**config.mk**
```make
export PLATFORM = sky130hd
export DESIGN_NAME = param_updown_counter
export DESIGN_NICKNAME = d
export VERILOG_FILES = /design/src/rtl/param_updown_counter.sv
export SDC_FILE = /design/constraint.sdc
export NUM_CORES = 1
export LEC_CHECK = 0
export CAP_MARGIN = 20
export CORE_UTILIZATION = 40
export CTS_BUF_LIST = sky130_fd_sc_hd__clkbuf_2
export DETAILED_ROUTE_END_ITERATION = 12
export PLACE_DENSITY = 0.72
export SLEW_MARGIN = 40
export SYNTH_ARGS = -nofsm -noshare
export SYNTH_HDL_FRONTEND = slang
export SYNTH_SLANG_ARGS = --single-unit
```
**constraint.sdc**
```tcl
create_clock -name clk -period 2 [get_ports clk]
set_clock_uncertainty 0.05 [all_clocks]
set_input_delay 0.4 -clock clk [delete_from_list [all_inputs] [get_ports clk]]
set_output_delay 0.4 -clock clk [all_outputs]
set_load 0.02 [all_outputs]
```
**src/rtl/param_updown_counter.sv**
```systemverilog
// Up/down counter with runtime limit, saturate-or-wrap boundary mode and sticky flags.
// Latency: count, wrap_pulse and sticky flags are registered (1 cycle); at_max/at_min are combinational.
// Backpressure: none; a step is taken on every rising edge where en is high and load is low.
module param_updown_counter #(
  parameter int unsigned WIDTH     = 8,
  parameter int unsigned RESET_VAL = 0
) (
  input  logic             clk,
  input  logic             rst,
  input  logic             en,
  input  logic             up,
  input  logic             load,
  input  logic [WIDTH-1:0] load_val,
  input  logic [WIDTH-1:0] limit,
  input  logic             sat,
  input  logic             clr_flags,
  output logic [WIDTH-1:0] count,
  output logic             at_max,
  output logic             at_min,
  output logic             wrap_pulse,
  output logic             ovf_sticky,
  output logic             udf_sticky
);

  localparam logic [WIDTH-1:0] RST_CNT = WIDTH'(RESET_VAL);
  localparam logic [WIDTH-1:0] ONE     = WIDTH'(1);
  localparam logic [WIDTH-1:0] ZERO    = '0;

  logic [WIDTH-1:0] count_q, count_d;
  logic             wrap_q, wrap_d;
  logic             ovf_q, ovf_d;
  logic             udf_q, udf_d;
  logic             ovf_set, udf_set;

  // Next-state selection: load beats a step, a step beats hold.
  always_comb begin
    count_d = count_q;
    wrap_d  = 1'b0;
    ovf_set = 1'b0;
    udf_set = 1'b0;
    if (load) begin
      // Loads are clamped into the legal range and never touch the flags.
      count_d = (load_val > limit) ? limit : load_val;
    end else if (en) begin
      if (count_q > limit) begin
        // Limit was lowered under us: snap back into range quietly.
        count_d = limit;
      end else if (up) begin
        if (count_q == limit) begin
          ovf_set = 1'b1;
          if (!sat) begin
            count_d = ZERO;
            wrap_d  = 1'b1;
          end
        end else begin
          count_d = count_q + ONE;
        end
      end else begin
        if (count_q == ZERO) begin
          udf_set = 1'b1;
          if (!sat) begin
            count_d = limit;
            wrap_d  = 1'b1;
          end
        end else begin
          count_d = count_q - ONE;
        end
      end
    end
    // A set event on the same edge as a clear keeps the flag up.
    ovf_d = ovf_set | (ovf_q & ~clr_flags);
    udf_d = udf_set | (udf_q & ~clr_flags);
  end

  // State registers; reset wipes any pending pulse or flag update.
  always_ff @(posedge clk or posedge rst) begin
    if (rst) begin
      count_q <= RST_CNT;
      wrap_q  <= 1'b0;
      ovf_q   <= 1'b0;
      udf_q   <= 1'b0;
    end else begin
      count_q <= count_d;
      wrap_q  <= wrap_d;
      ovf_q   <= ovf_d;
      udf_q   <= udf_d;
    end
  end

  assign count      = count_q;
  assign wrap_pulse = wrap_q;
  assign ovf_sticky = ovf_q;
  assign udf_sticky = udf_q;
  assign at_max     = (count_q == limit);
  assign at_min     = (count_q == ZERO);

endmodule

```
Word level (Yosys, flattened, before mapping). Index checks and enable logic that the tools add are counted. Widths: inputs -> output; s select.

Bits in registers: 11. Bits of input ports: 23. Output and inout bits: 13. Logic and storage cells: 45.

Add/subtract/negate cells: 2. $lt $le $gt $ge: 2. Eq/ne operators: 3. Multiplexer cells: 26. Bitwise operators: 5. Reduce and logical (&&, ||, !) cells: 3.

Operator list (count): $mux 8 (9); $mux 1 (17); $gt 8x8->1 (2); $ne 5x4->1 const B (2); $add 8x1->8 const B (1); $eq 8x8->1 (1); $logic_not 8->1 (1); $sub 8x1->8 const B (1); $reduce_and 3->1 (1); $and 1x1->1 (2); $or 1x1->1 (2); $reduce_bool 2->1 (1); $not 1->1 (1).

Logic depth before layout (Yosys ltp). Gate-level depths: netlist of the first run.

Depth in word-level cells: 7. Gate-level depth with buffers: 10. Depth with buffers taken out: 9.

Least setup slack after synthesis of the first run. No wires, ideal clock.

Path type: register to register. Start point: register count_q[0], in the netlist count[0]. End point: register count_q[0], in the netlist count[0]. Library setup time: 121 ps. Arrival time: 2214 ps. Required time: 1829 ps. Setup slack: -385 ps. Cell stages (with the launch flop): 9. Buffers on the path: 0. Period minus slack after synthesis: 2385 ps. Path through: dfrtp_1 > inv_1 > ha_1 > nand4_1 > nor2_1 > mux2_4 > nor2_1 > a221o_1 > a22o_1.

Cells in the longest elaborated chain, start to end: 6. Elaborated cells on any way between the ends: 14. Those cells by class: add/sub (2); order compare (1); eq/ne (3); mux (6); reduce/logical (2).

Ends and longest elaborated chain: start, declared (line 29) `logic [WIDTH-1:0] count_q, count_d;`; start signal, assigned (line 83) `count_q <= count_d;`; $eq 8x8->1 *; via at_max (line 18) `output logic at_max,`; $mux 8 (line 49) `if (count_q == limit) begin`; $mux 8 (line 48) `end else if (up) begin`; $mux 8 (line 45) `if (count_q > limit) begin`; $mux 8 (line 44) `end else if (en) begin`; $mux 8 (line 41) `if (load) begin`.

Mark *: on every way through the listed nets, which the timed path passes. The rest lies on a longest branch. The select of a mux whose other input is x is not followed. A chain may end at the register's enable or synchronous reset.

Final worst setup path of the first run.
Start point: register count_q[1], in the netlist count[1]. End point: register count_q[5], in the netlist count[5].

Cells in the longest elaborated chain, start to end: 6. Elaborated cells on any way between the ends: 14. Those cells by class: add/sub (2); order compare (1); eq/ne (3); mux (6); reduce/logical (2).

Ends and longest elaborated chain: $sub 8x1->8 (tied with other cells) (line 66) `count_d = count_q - ONE;`; $mux 8, on equally long branches (line 59, 49); $mux 8 (line 48); $mux 8 (line 45); $mux 8 (line 44); $mux 8 (line 41).

Parallel ways exist; a longest one is shown, timed or not. The select of a mux whose other input is x is not followed.

==> results of run 1 <==
## state kept, by name, indices dropped and copies added, names as in the netlist
signal,cells
count,8
ovf_sticky,1
udf_sticky,1
wrap_pulse,1
## synth_stat cells, types with 2 or more instances
| library cell | instances | share of area |
|---|---|---|
| ha_1 | 19 | 0.17 |
| inv_1 | 14 | 0.037 |
| a21oi_1 | 13 | 0.045 |
| nor2_1 | 13 | 0.034 |
| nand2_1 | 12 | 0.031 |
| dfrtp_1 | 11 | 0.19 |
| mux2i_1 | 7 | 0.049 |
| nor2b_1 | 7 | 0.030 |
| o21ai_0 | 6 | 0.021 |
| a22o_1 | 5 | 0.030 |
| nand4_1 | 5 | 0.022 |
| o21ai_1 | 5 | 0.017 |
| a221o_1 | 4 | 0.028 |
| clkbuf_1 | 4 | 0.010 |
| nand3_1 | 4 | 0.014 |
| nor3_1 | 4 | 0.014 |
| xor2_1 | 4 | 0.024 |
| buf_2 | 3 | 0.010 |
| o211ai_1 | 3 | 0.016 |
| o22ai_1 | 3 | 0.013 |
| xnor2_1 | 3 | 0.018 |
| a211oi_1 | 2 | 0.010 |
| a221oi_1 | 2 | 0.012 |
| buf_6 | 2 | 0.016 |
## critical path, stage by stage, from the launching register on
cell,delay (ns)
dfrtp_2,0.48
inv_2,0.09
ha_4,0.13
or3b_4,0.43
buf_4,0.16
nor2_1,0.08
nor2_1,0.05
mux2i_1,0.13
o22ai_1,0.20
a221oi_4,0.29
o31ai_2,0.09
## how the worst max path moves through the flow
| stage | to | depth (start not counted) |
|---|---|---|
| after global placement | count[4] | 12 |
| after global routing | count[5] | 10 |
| after CTS | count[0] | 9 |
| after detailed placement | count[4] | 10 |
| after floorplan | count[0] | 7 |
| final | count[5] | 10 |
## metrics by stage
step / std cells / util / area [um^2] / setup TNS [ns]
floorplan: 175 / - / 1474 / -1.374
global placement: 299 / 0.6563 / 2225 / -7.741
detailed placement: 299 / 0.6563 / 2225 / -8.616
CTS: 312 / 0.7549 / 2559 / -1.560
global route: 311 / 0.7896 / 2676 / -3.150
finish: 311 / 0.7896 / 2676 / -2.527
## power by group through the flow
stage | clock network [mW] | logic, mW | registers, mW
floorplan | 0 | 0.539 | 0.379
global route | 0.156 | 1.56 | 0.341
CTS | 0.143 | 1.29 | 0.333
detailed placement | 0 | 1.10 | 0.318
global placement | 0 | 1.07 | 0.315
finish | 0.142 | 1.47 | 0.340
## timing repair
item / 4_1_cts / 5_1_grt
buffers inserted: 8 / 1
pin swaps: 37 / 21
cloned: 1 / 0
gates resized for setup: 76 / 27
endpoints found under the setup margin: 13 / 14
## cell type report
cell class                      instances  area (um^2)
Fill cell                             202        713.2
Timing Repair Buffer                   94        843.3
Sequential cell                        11        282.8
Multi-Input combinational cell        142         1420
Inverter                               14        52.55
Tap cell                               46        57.56
Clock buffer                            4        20.02
## kinds of logic after synthesis
| group | synth area share |
|---|---|
| compound gates | 0.2707 |
| mux | 0.06701 |
| buf+inv | 0.07310 |
| simple gates | 0.1897 |
| flops | 0.1915 |
| xor+xnor | 0.04265 |
| fa+ha+maj | 0.1654 |
## per-layer routing
metal / up-vias / part of all wire / track usage
met5: - / 0 / 0
met4: 0 / 0.057 / 0.1016
met3: 36 / 0.076 / 0.08075
met2: 133 / 0.49 / 0.5988
met1: 907 / 0.37 / 0.3730
li1: 840 / - / -
## layout by cell type (no fill, tap or decap), types with 4 or more instances in the layout
| master | Yosys | layout |
|---|---|---|
| ha_4 | 0 | 11 |
| clkdlybuf4s50_1 | 0 | 17 |
| nand2_1 | 12 | 8 |
| mux2i_1 | 7 | 6 |
| ha_1 | 19 | 7 |
| buf_6 | 2 | 14 |
| inv_1 | 14 | 5 |
| inv_2 | 0 | 9 |
| clkbuf_2 | 0 | 4 |
| a21oi_2 | 0 | 6 |
| a22o_1 | 5 | 5 |
| a221o_1 | 4 | 4 |
| xor2_1 | 4 | 4 |
| dlygate4sd2_1 | 0 | 13 |
| buf_4 | 0 | 46 |
| dfrtp_2 | 0 | 6 |
| nor2_1 | 13 | 11 |
| nor2b_1 | 7 | 5 |
| nand4_1 | 5 | 5 |
| o21ai_1 | 5 | 6 |
| nor3_1 | 4 | 4 |
| dfrtp_1 | 11 | 5 |
| a21oi_1 | 13 | 6 |
==> metrics, run 1 <==
routability cong.=0.8901; # diodes=0; largest net degree at the start of global routing=14; asr flop ratio synth=1.000; Startpoint Class=register; kind of critical path=reg -> reg; Worst Path Max Fanout=4; Tot Pwr=1.955 mW; Area Growth Syn to Fin=86.16%; Yosys cell types=44; slew of the pin with the lowest slew margin=0.5224 ns; status=finished with violations; DP Wirelength=3872 um; endpoint class of the critical path=register; Comb power frac=0.754; worst hold-check path type=in -> async; Post-synth EDFFs=0; GR Overflow Total=0; net count reported at finish=308; die height=61.95 um; Top Ports=36; Fin. Hold Viols=0; iteration-0 DRC count of the detailed router=114; maximum VDD drop=0.0004955 V; Die W=61.95 um; I/O Buffers=35; clock buffer depth=2; Num Clock Sinks=11; syn_nets=217; CTS H-Tree Depth=1; fin crit share=1.146; DR vias=1916; Num CTS Buffers=3; Clk pwr share=0.072; Sw Pwr=915.2 uW; CTS Hold Bufs=0; Worst Reg-to-Reg Cells=10; syn avg cell area=8.215 um^2; reg-to-reg slack, setup=-0.29 ns; Leak=1.172 nW; Flop pwr share=0.174; Synth warnings=0; layout cells sized above 1=0.4906; Max Cap Viol=0; Rel. slew slack=0.6517; arrival time worst endpoint=2.42 ns; WL per Instance=21.12 um; internal power=1.040 mW; FMAX=436.1 MHz; drt pass-1 iters=6; drt total wl=6569 um; antenna violations before repair=0; Req. time, crit path=2.12 ns; first-pass GRT wire length=8949 um; DRC viols=0; Tmin final=2.293 ns; Final setup viols=12; switching share of power=0.4681; RSZ-0062 raised after global routing=true; Skew-Pair Late Insertion Delay=0.28 ns; max-slew violations=0; setup ws final=-0.2930 ns; pre-CTS setup slack=-0.8599 ns; reg2reg end=count[5]; CTS tree=built; Pwr Density=730.5 nW/um^2; WHS=0.3700 ns; antenna-violating nets left=0; FF-to-FF Start=count[1]; clock-pin slew on the worst setup and hold paths=0.13 ns; overall fraction of global-route tracks in use=0.3282; Die ar.=3838 um^2; # rows=21; Initial Util=0.4241; FF+latch count, synth=11; vias per cell=6.161; Post-synth top flop=dfrtp_1; root buf cell=clkbuf_2; mapped cell area=1438 um^2; Mapped Cells=175; Worst Setup SP=count[1]; register area share after synthesis=0.1915; failing checks=negative setup slack; core area=3390 um^2; vias in the first global route=1838
Note: power is estimated with default switching activity, not from simulation.
==> inputs of run 2 (changes only) <==
Settings changed: CELL_PAD_IN_SITES_DETAIL_PLACEMENT set to 1, CELL_PAD_IN_SITES_GLOBAL_PLACEMENT set to 2, CORE_UTILIZATION 40 to 26, PLACE_DENSITY 0.72 to 0.79.
==> run 2 against run 1 <==
  * The run still ends with negative setup slack left
  * Cell area increased by 0.47%
  * Sequential share of layout area about the same
  * Wire length decreased by 0.14%
  * Die area increased by 52%
  * Sequential cell count unchanged
  * First-iteration DRC count decreased by 47%
==> metrics, run 2 (synthesis gave the netlist of run 1 again) <==
delay-heaviest family, CP=compound AO/OA/AOI/OAI gates (unchanged); worst hold-check path type=in -> async (unchanged); clock-pin slew on the worst setup and hold paths=0.13 ns (about the same); routability cong.=0.8079 (was 0.8901); Die ar.=5831 um^2 (was 3838 um^2); Tot Pwr=1.873 mW (was 1.955 mW); Startpoint Class=register (unchanged); DR vias=1835 (was 1916); # rows=26 (was 21); commonest cells after routing, fill and taps aside=62 x buf_4, 15 x clkdlybuf4s50_1, 14 x dlygate4sd2_1 (was 46 x buf_4, 17 x clkdlybuf4s50_1, 14 x buf_6); layout cells sized above 1=0.4820 (was 0.4906); antenna violations before repair=0 (unchanged); Top Ports=36 (unchanged); placed cell count=323 (was 299); core area=5205 um^2 (was 3390 um^2); Leak=1.194 nW (was 1.172 nW); Tmin final=2.296 ns (was 2.293 ns); pre-CTS setup slack=-0.8862 ns (was -0.8599 ns); CTS H-Tree Depth=1 (unchanged); crit-path cells=ha_4, nor2b_1, o211ai_1, a21oi_2, o22ai_4, nand2_4, a221o_1, a22o_1 (was inv_2, ha_4, or3b_4, buf_4, nor2_1, nor2_1, mux2i_1, o22ai_1, a221oi_4, o31ai_2); vias in the first global route=1905 (was 1838); DP Wirelength=4433 um (was 3872 um); slew of the pin with the lowest slew margin=0.4758 ns (was 0.5224 ns); Non-Filler Instances=348 (was 311); Comb power frac=0.751 (was 0.754); switching share of power=0.4516 (was 0.4681); DR WL met3=296 um (was 500 um); Num Clock Sinks=11 (unchanged); critical path buffer and inverter count=0 (was 2); WL per Instance=18.85 um (was 21.12 um); most common cell after layout, fill and taps aside=buf_4 (unchanged); vias per cell=5.273 (was 6.161); Clk pwr share=0.076 (was 0.072); status=finished with violations (unchanged); FMAX=435.5 MHz (was 436.1 MHz); RSZ-0062 raised after global routing=true (unchanged); endpoint class of the critical path=register (unchanged); max-slew violations=0 (unchanged); Num CTS Buffers=3 (unchanged); Finished Cell Area=2689 um^2 (was 2676 um^2); CP max stage cell=dfrtp_2 (unchanged); Worst Reg-to-Reg Cells=8 (was 10); met2 routed WL=3333 um (was 3241 um); reg2reg end=count[4] (was count[5]); Sw Pwr=845.7 uW (was 915.2 uW); Largest register FFs=8 (unchanged); WHS=0.3541 ns (was 0.3700 ns); post-route core utilization=0.5166 (was 0.7896); drt total wl=6560 um (was 6569 um); Area Growth Syn to Fin=87.03% (was 86.16%); kind of critical path=reg -> reg (unchanged); Skew-Pair Late Insertion Delay=0.29 ns (was 0.28 ns); critical path's largest stage delay=0.46 ns (was 0.48 ns); Final setup viols=11 (was 12); TNS Setup=-2.062 ns (was -2.527 ns); Pwr Density=696.4 nW/um^2 (was 730.5 nW/um^2); failing checks=negative setup slack (unchanged); fin crit share=1.148 (was 1.146); largest net degree at the start of global routing=14 (unchanged); antenna-violating nets left=0 (unchanged); # diodes=0 (unchanged); die height=76.36 um (was 61.95 um); overall fraction of global-route tracks in use=0.2241 (was 0.3282); Rel. slew slack=0.6825 (was 0.6517); Initial Util=0.2762 (was 0.4241); reg-to-reg slack, setup=-0.30 ns (was -0.29 ns); first-pass GRT wire length=10210 um (was 8949 um); net count reported at finish=321 (was 308); Req. time, crit path=2.11 ns (was 2.12 ns); root buf cell=clkbuf_2 (unchanged); I/O Buffers=35 (unchanged); WL met1=2770 um (was 2452 um); Top Metal Used=met4 (unchanged); drt pass-1 iters=4 (was 6); maximum VDD drop=0.0002770 V (was 0.0004955 V); iteration-0 DRC count of the detailed router=60 (was 114); internal power=1.027 mW (was 1.040 mW); Worst Path Max Fanout=7 (was 4); Flop pwr share=0.173 (was 0.174); Fin. Hold Viols=0 (unchanged); Die W=76.36 um (was 61.95 um); clock buffer depth=2 (unchanged); setup ws final=-0.2961 ns (was -0.2930 ns); Max Cap Viol=0 (unchanged); FF-to-FF Start=count[1] (unchanged); Stages on worst setup path=8 (was 10); arrival time worst endpoint=2.41 ns (was 2.42 ns); Placed Area=2255 um^2 (was 2225 um^2); CTS tree=built (unchanged); CTS Hold Bufs=0 (unchanged); GR Overflow Total=0 (unchanged); DRC viols=0 (unchanged)
==> run 2: layout make-up <==
cell class	instances	area [um^2]
timing repair buffer	107	930.9
sequential	11	282.8
multi-input combinational	142	1313
inverter	14	55.05
tap	70	87.58
clock buffer	4	20.02
fill	618	2516
==> run 2: routing by layer <==
layer  global-route usage  vias to the layer above
met2               0.3982                       58
met1               0.2780                      901
met3              0.03593                       12
li1                     -                      864
met5                    0                        -
met4              0.05962                        0
==> run 2: worst max path at each step <==
stage / from / slack [ns] / end
finish: count[1] / -0.30 / count[4]
CTS: count[0] / -0.23 / count[0]
global placement: limit[7] / -0.82 / at_max
floorplan: count[4] / -0.19 / count[0]
detailed placement: limit[5] / -0.89 / at_max
global route: count[1] / -0.34 / count[4]
==> run 2: what timing repair did <==
| item | in CTS | in global routing |
|---|---|---|
| pin swaps | 25 | 12 |
| endpoints found under the setup margin | 11 | 11 |
| cloned | 1 | 0 |
| hold endpoints to repair | 0 | 0 |
| gates resized for setup | 69 | 20 |
| setup buffers | 15 | 5 |
==> run 2: power groups by stage <==
stage,registers (mW),logic [mW],clock network [mW]
finish,0.323,1.41,0.142
global route,0.326,1.52,0.145
CTS,0.321,1.29,0.137
detailed placement,0.319,1.11,0
global placement,0.318,1.08,0
floorplan,0.379,0.539,0
